===== config.mk =====
export PLATFORM = sky130hd
export DESIGN_NAME = cond_unit
export DESIGN_NICKNAME = d
export VERILOG_FILES = /design/src/rtl/cond_unit.sv
export SDC_FILE = /design/constraint.sdc
export NUM_CORES = 1
export LEC_CHECK = 0
export CAP_MARGIN = 10
export CORE_MARGIN = 2
export CORE_UTILIZATION = 49
export DETAILED_ROUTE_END_ITERATION = 7
export GPL_TIMING_DRIVEN = 0
export PLACE_DENSITY_LB_ADDON = 0.1
export SKIP_LAST_GASP = 1
export SLEW_MARGIN = 20
export SYNTH_ARGS = -nofsm -noshare
export SYNTH_HDL_FRONTEND = slang
export SYNTH_SLANG_ARGS = --single-unit

===== constraint.sdc =====
create_clock -name clk_i -period 3.9 [get_ports clk_i]
set_clock_uncertainty 0.1 [all_clocks]
set_input_delay 0.78 -clock clk_i [delete_from_list [all_inputs] [get_ports clk_i]]
set_output_delay 0.78 -clock clk_i [all_outputs]
set_load 0.01 [all_outputs]

===== src/rtl/cond_unit.sv =====
// -----------------------------------------------------------------------------
// cond_unit
// Conditional-execution stage placed directly after the single-cycle main/ALU
// decoder. It holds the architectural NZCV flags and checks the instruction's
// condition field against them. It turns the decoder's write requests into
// committed write strobes, and it keeps saturating executed/skipped counters
// for debug.
//
// Optional feature: define COND_UNDEF_TRAP_EN to make Cond=4'b1111 fail its
// condition and set a sticky undef_o flag. Without the macro, Cond=4'b1111
// behaves as AL and undef_o does not exist.
//
// Parameters
//   CNT_W        width of the exec/skip counters
//   FLAGS_RESET  {N,Z,C,V} value loaded on reset
//
// Ports
//   clk_i          clock, rising edge
//   reset_i        synchronous active-high reset
//   en_i           commit enable (0 = stall)
//   Cond_i[3:0]    instruction condition field
//   ALUFlags_i     {N,Z,C,V} from the ALU this cycle
//   FlagW_i[1:0]   [1] update N,Z   [0] update C,V
//   PCS_i          instruction writes PC
//   RegW_i         instruction writes register file
//   MemW_i         instruction writes data memory
//   BrL_i          branch-with-link, writes R14
//   NoWrite_i      compare-type instruction, suppresses register write
//   PCSrc_o        next-PC select
//   RegWrite_o     register-file write strobe
//   MemWrite_o     data-memory write strobe
//   LinkWrite_o    R14 write strobe
//   CondEx_o       condition passed this cycle
//   Flags_o        registered {N,Z,C,V}
//   ExecCount_o    committed instructions with CondEx=1 (saturating)
//   SkipCount_o    committed instructions with CondEx=0 (saturating)
//   Undef_o        sticky undefined-condition flag (COND_UNDEF_TRAP_EN only)
// -----------------------------------------------------------------------------
module cond_unit #(
    parameter int unsigned CNT_W       = 16,
    parameter logic [3:0]  FLAGS_RESET = 4'b0000
) (
    input  logic             clk_i,
    input  logic             reset_i,
    input  logic             en_i,
    input  logic [3:0]       Cond_i,
    input  logic [3:0]       ALUFlags_i,
    input  logic [1:0]       FlagW_i,
    input  logic             PCS_i,
    input  logic             RegW_i,
    input  logic             MemW_i,
    input  logic             BrL_i,
    input  logic             NoWrite_i,
    output logic             PCSrc_o,
    output logic             RegWrite_o,
    output logic             MemWrite_o,
    output logic             LinkWrite_o,
    output logic             CondEx_o,
    output logic [3:0]       Flags_o,
    output logic [CNT_W-1:0] ExecCount_o,
`ifdef COND_UNDEF_TRAP_EN
    output logic             Undef_o,
`endif
    output logic [CNT_W-1:0] SkipCount_o
);

    logic [3:0]       flags_q, flags_d;
    logic [CNT_W-1:0] exec_q, exec_d;
    logic [CNT_W-1:0] skip_q, skip_d;
    logic             n_flag, z_flag, c_flag, v_flag;
    logic             cond_ex;

    assign {n_flag, z_flag, c_flag, v_flag} = flags_q;

    // The condition is checked against the registered flags only. A
    // flag-setting instruction therefore never affects its own condition.
    always_comb begin
        cond_ex = 1'b0;
        unique case (Cond_i)
            4'h0: cond_ex = z_flag;
            4'h1: cond_ex = ~z_flag;
            4'h2: cond_ex = c_flag;
            4'h3: cond_ex = ~c_flag;
            4'h4: cond_ex = n_flag;
            4'h5: cond_ex = ~n_flag;
            4'h6: cond_ex = v_flag;
            4'h7: cond_ex = ~v_flag;
            4'h8: cond_ex = c_flag & ~z_flag;
            4'h9: cond_ex = ~c_flag | z_flag;
            4'hA: cond_ex = (n_flag == v_flag);
            4'hB: cond_ex = (n_flag != v_flag);
            4'hC: cond_ex = ~z_flag & (n_flag == v_flag);
            4'hD: cond_ex = z_flag | (n_flag != v_flag);
            4'hE: cond_ex = 1'b1;
`ifdef COND_UNDEF_TRAP_EN
            4'hF: cond_ex = 1'b0;
`else
            4'hF: cond_ex = 1'b1;
`endif
            default: cond_ex = 1'b0;
        endcase
    end

    assign CondEx_o = cond_ex;

    // PCSrc ignores en_i because the PC is stalled too. Every strobe is held
    // low while reset is asserted.
    assign PCSrc_o     = PCS_i  & cond_ex & ~reset_i;
    assign RegWrite_o  = RegW_i & cond_ex & ~NoWrite_i & en_i & ~reset_i;
    assign MemWrite_o  = MemW_i & cond_ex & en_i & ~reset_i;
    assign LinkWrite_o = BrL_i  & cond_ex & en_i & ~reset_i;

    always_comb begin
        flags_d = flags_q;
        exec_d  = exec_q;
        skip_d  = skip_q;
        if (en_i) begin
            if (cond_ex) begin
                if (FlagW_i[1]) flags_d[3:2] = ALUFlags_i[3:2];
                if (FlagW_i[0]) flags_d[1:0] = ALUFlags_i[1:0];
                if (exec_q != {CNT_W{1'b1}}) exec_d = exec_q + CNT_W'(1);
            end else begin
                if (skip_q != {CNT_W{1'b1}}) skip_d = skip_q + CNT_W'(1);
            end
        end
    end

    always_ff @(posedge clk_i) begin
        if (reset_i) begin
            flags_q <= FLAGS_RESET;
            exec_q  <= '0;
            skip_q  <= '0;
        end else begin
            flags_q <= flags_d;
            exec_q  <= exec_d;
            skip_q  <= skip_d;
        end
    end

    assign Flags_o     = flags_q;
    assign ExecCount_o = exec_q;
    assign SkipCount_o = skip_q;

`ifdef COND_UNDEF_TRAP_EN
    logic undef_q, undef_d;

    always_comb begin
        undef_d = undef_q;
        if (en_i && (Cond_i == 4'hF)) undef_d = 1'b1;
    end

    always_ff @(posedge clk_i) begin
        if (reset_i) undef_q <= 1'b0;
        else         undef_q <= undef_d;
    end

    assign Undef_o = undef_q;
`endif

endmodule

# Word level (Yosys, flattened, before mapping)
# Cells that the tools add are included.
# W data, S select, Z words.
[op_classes] addsub=2 eq_ne=19 mux=1 n_bitwise=23 reduce_logical=6
[ops] operator="$add A16 B1 Y16 const B" n=2
[ops] operator="$eq A4 B4 Y1 const B" n=8
[ops] operator="$ne A16 B16 Y1 const B" n=2
[ops] operator="$eq A4 B3 Y1 const B" n=4
[ops] operator="$pmux W1 S15" n=1
[ops] operator="$and A1 B1 Y1" n=14
[ops] operator="$reduce_and A3 Y1" n=4
[ops] operator="$eq A4 B2 Y1 const B" n=2
[ops] operator="$not A1 Y1" n=7
[ops] operator="$eq A4 B1 Y1 const B" n=1
[ops] operator="$logic_not A4 Y1" n=1
[ops] operator="$or A1 B1 Y1" n=2
[ops] operator="$reduce_or A2 Y1" n=1
[ops] operator="$eq A1 B1 Y1" n=1
[ops] operator="$ne A1 B1 Y1" n=1
[totals] ff_bits=36 output_inout_bits=41 wordCells=55

# Depth between registers and ports, before layout
[logic_depth] ltp_word=7 ltp_mapped=10

# Worst setup path after synthesis
# OpenSTA, ideal clock, no wires.
[synth_path] path_type="input -> output" startpoint="input Cond_i[2]" endpoint="output LinkWrite_o" t_arrival_ns=2.479 t_required_ns=3.020 slack_ns=0.541 path_stages=8 path_cell_list="clkbuf_1 buf_2 nand2b_1 a221oi_1 o32ai_4 or2_2 buf_4 and3_1"
[synth_via] elab_chain_cells=6
[synth_lines] item="from (decl)" line_no="46" text="input logic [3:0] Cond_i,"
[synth_lines] item="$eq A4 B4 Y1" line_no="79" text="unique case (Cond_i)"
[synth_lines] item="$reduce_or A2 Y1 (no line)"
[synth_lines] item="$pmux W1 S15 (*)" line_no="79"
[synth_lines] item="$and A1 B1 Y1 (*) (3 in series)" line_no="111" text="assign LinkWrite_o = BrL_i & cond_ex & en_i & ~reset_i;"
[synth_lines] item="to (decl)" line_no="57" text="output logic LinkWrite_o,"
# Mark *: on every way between the ends. The rest lies on a longest branch, timed or not.

# Worst setup path in the final report
[layout_path] startpoint="input Cond_i[0]" endpoint="output PCSrc_o"
[layout_via] elab_chain_cells=5
[layout_lines] item="$eq A4 B4 Y1" line_no="79"
[layout_lines] item="$reduce_or A2 Y1 (no line)"
[layout_lines] item="$pmux W1 S15 (*)" line_no="79"
[layout_lines] item="$and A1 B1 Y1 (*) (2 in series)" line_no="108" text="assign PCSrc_o = PCS_i & cond_ex & ~reset_i;"
[layout_lines] item="to (decl)" line_no="54" text="output logic PCSrc_o,"
# Marks and branches as above.

==> impl_summary.txt <==
----------------------------------------------------
[Power and ir drop]
  Part of the power in registers ... 48.2%
  Switching part of the total ... ~28%
  Power consumption ... about 0.8 mW
  P per Cell Area ... around 270 nW/um^2
  Leakage dissipation ... approximately 1.1 nW
  Internal power of the cells ... 0.573 mW
  Part of the power in combinational logic ... 20.4%
  Clock power share ... a little under a third
  Maximum VDD drop ... 0.210 mV
  Switching power ... between 0.2 and 0.25 mW

[Finish]
  Share of final-layout standard cells stronger than drive strength 1 ... between 10% and 20%
  Commonest non-fill, non-tap cell in the layout ... sky130_fd_sc_hd__clkdlybuf4s50_1
  Commonest cells after routing, fill and taps aside ... sky130_fd_sc_hd__clkdlybuf4s50_1, sky130_fd_sc_hd__dfxtp_1, sky130_fd_sc_hd__nor2_1, sky130_fd_sc_hd__nand2_1
  Layout area overhead ... 34.4%
  N_diodes ... 0
  Number of fill cells in the layout ... around 380
  Net count reported at finish ... approximately 360
  Cell Count, Final, Fillers Out ... about 390
  Layout Utilization ... 68.2%
  Final instance area ... 2970 um^2

[Routing]
  Initial detailed-routing violation count ... 110
  DR WL/cell ... 14.7 um
  Via Count ... about 2300
  Via density ... about 6
  Number of design rule violations left after detail routing ... 0
  Total wire length ... approximately 5800 um
  Count of antenna-violating nets left after detailed routing ... 0
  Router iterations before antenna repair ... 4

[Setup path]
  Destination of the critical timing path ... PCSrc_o
  Nature of the critical path startpoint ... primary input
  Data arrival time of the critical path ... between 2 and 3 ns
  Critical Path Sink Type ... output port
  Worst endpoint required time ... 3.02 ns
  Setup Crit Path Kind ... in -> out
  Depth of the worst register-to-register path ... 8
  Worst-path fanout max ... 12
  Startpoint of the worst setup timing path ... Cond_i[0]
  Reg2reg start ... Flags_o[1]
  End of the worst register-to-register path ... SkipCount_o[14]
  Reg2reg setup slack ... between 0.9 and 1 ns

[Placement]
  Routability congestion estimate ... between 0.8 and 0.9
  Count of port buffers added during placement ... 57
  Worst slack after detailed placement ... -0.583 ns
  Number of placed instances with taps included ... between 300 and 400
  Detail Placement HPWL ... 4140 um
  Post-place instance area ... 2850 um^2

[Die]
  Floorplan die width ... 71.2 um
  Die Footprint ... 5060 um^2
  Number of rows in the core area ... 24
  Core Region ... roughly 4400 um^2
  Starting Density ... about half
  Top Ports ... approximately 60
  Die Ht ... slightly above 70 um

[Clock network]
  Post-CTS Hold Fix Bufs ... 0
  Clock root buffer master ... sky130_fd_sc_hd__clkbuf_8
  Clock-pin slew reported for the worst setup and hold paths after clock tree synthesis ... approximately 0.07 ns
  Clock latency reported for the late side of the worst-skew pair ... a little under 0.3 ns
  CTS H-tree depth ... 2
  CTS tree ... yes
  Clock tree buffer depth ... 2
  Clock sink count ... 36
  Num CTS Buffers ... 5

[Job]
  Max-cap viol count ... 0

[Timing]
  Post-layout worst setup margin ... 0.131 ns
  Hold violation total from the final report ... 0
  Max-Slew Margin vs Limit ... between 60% and 70%
  Achievable frequency ... roughly 270 MHz
  Endpoints failing setup ... 0
  Pin slew with the least headroom to its limit ... 0.515 ns
  Final critical path time including I/O delays and setup ... 3.77 ns
  Sum Neg Setup Slack ... 0 ns
  Fin crit share ... 96.6%
  Final Max Slew Viols ... 0
  Tightest hold margin ... about 0.42 ns
  Unrepaired setup endpoints after global routing ... no

[Yosys]
  Net Count, Synth ... around 290
  Number of synthesized register bits ... 36
  Warnings, synthesis ... 0
  Number of flops mapped to enable cells by yosys ... 0
  Share of the synthesized area in the top cell type ... roughly a third
  Sequential share of the synthesized area ... between 30% and 40%
  Top_reg_cell synth ... sky130_fd_sc_hd__dfxtp_1
  Synthesized instance count ... between 200 and 300
  Post-Synthesis Cell Area ... around 2200 um^2
  Syn_area_per_cell ... a little over 8 um^2
  Leading area contributor after synthesis ... sky130_fd_sc_hd__dfxtp_1
  Cell types occupying the most area after synthesis ... sky130_fd_sc_hd__dfxtp_1, sky130_fd_sc_hd__and3_1, sky130_fd_sc_hd__nor2_1
  Cell variety after synth ... between 50 and 60
  Asr flop ratio synth ... 0%

[Global routing]
  Number of antenna violations at the first check in global routing ... 0
  All-layer global routing usage ... about a quarter
  Overall overflow remaining after global route ... 0
  Maximum number of pins on one net before global-route repair ... 13
  Via count of the first global-routing pass ... approximately 2200
  First-pass GRT wire length ... just under 10000 um

[Outcome]
  Result of the run ... completed

[Worst hold path]
  Type of the most critical hold path ... reg -> reg

----------------------------------------------------
## worst min-delay path by stage
stage	startpoint	end	slack [ns]	cells after the start
6_report	ExecCount_o[4]	ExecCount_o[4]	0.42	2
3_5_place_dp	ExecCount_o[4]	ExecCount_o[4]	0.40	2
4_1_cts	ExecCount_o[4]	ExecCount_o[4]	0.41	2
3_3_place_gp	ExecCount_o[4]	ExecCount_o[4]	0.38	2
5_1_grt	ExecCount_o[4]	ExecCount_o[4]	0.44	2
2_1_floorplan	ExecCount_o[4]	ExecCount_o[4]	0.41	2
## final cells by class
class | instances | area (um^2) | area share [%]
multi-input combinational | 217 | 1410 | 47.4
sequential | 36 | 721 | 24.3
timing repair buffer | 60 | 588 | 19.8
buffer | 14 | 91.3 | 3.07
clock buffer | 6 | 72.6 | 2.44
tap | 52 | 65.1 | 2.19
inverter | 5 | 18.8 | 0.632
clock inverter | 1 | 5.00 | 0.168
## power groups by stage
stage | registers [mW] | clock network, mW | logic [mW]
3_3_place_gp | 0.393 | 0 | 0.154
5_1_grt | 0.386 | 0.272 | 0.178
6_report | 0.385 | 0.251 | 0.163
4_1_cts | 0.385 | 0.256 | 0.161
3_5_place_dp | 0.393 | 0 | 0.156
2_1_floorplan | 0.394 | 0 | 0.0905
## cells in the mapped netlist, drive strengths merged, types with 2 or more instances
library cell / number
a21o: 3
a21oi: 19
a311oi: 3
a31oi: 3
a41oi: 3
and2: 3
and3: 16
buf: 6
clkbuf: 9
dfxtp: 36
ha: 2
inv: 5
mux2: 6
mux2i: 2
nand2: 18
nand2b: 5
nand3: 17
nand3b: 4
nand4: 6
nand4bb: 2
nor2: 26
nor2b: 8
nor3: 7
nor3b: 2
nor4b: 2
o211ai: 3
o21ai: 16
o22ai: 3
o311a: 2
or3: 7
or4: 2
xnor2: 6
xor2: 6
## logic make-up after synthesis
group	Yosys count	synth area share (%)
XOR/XNOR	12	4.76
flip-flops	36	32.6
multiplexers	8	3.96
AO/OA/AOI/OAI	65	20.6
AND/OR/NAND/NOR	130	32.4
buffers and inverters	20	4.53
adder cells (fa/ha/maj)	2	1.13
## registers in the layout, indices dropped and copies added, names as in the netlist
register / count
Flags_o: 4
ExecCount_o: 16
SkipCount_o: 16
## repair_timing
item | CTS | global route
gates resized for setup | 17 | 0
pin swaps | 2 | 1
setup endpoints to repair | 5 | 2
buffers inserted | 2 | 1
## layer usage
layer,GRT usage [%],part of all wire [%],vias to the layer above
met5,0,0,-
met4,11.3,2.6,0
met3,5.56,5.2,19
met2,38.0,45,78
met1,30.0,47,1083
li1,-,-,1134
## critical path, stage by stage
cell and delay, ns:
sky130_fd_sc_hd__dlygate4sd2_1 0.29, sky130_fd_sc_hd__buf_4 0.20, sky130_fd_sc_hd__a21oi_1 0.14, sky130_fd_sc_hd__o21ai_0 0.09, sky130_fd_sc_hd__a2bb2oi_1 0.16, sky130_fd_sc_hd__o22a_1 0.37
sky130_fd_sc_hd__nand3b_1 0.18, sky130_fd_sc_hd__and3_1 0.16, sky130_fd_sc_hd__clkdlybuf4s50_1 0.52
No activity file was read; power rests on OpenSTA's default activity.
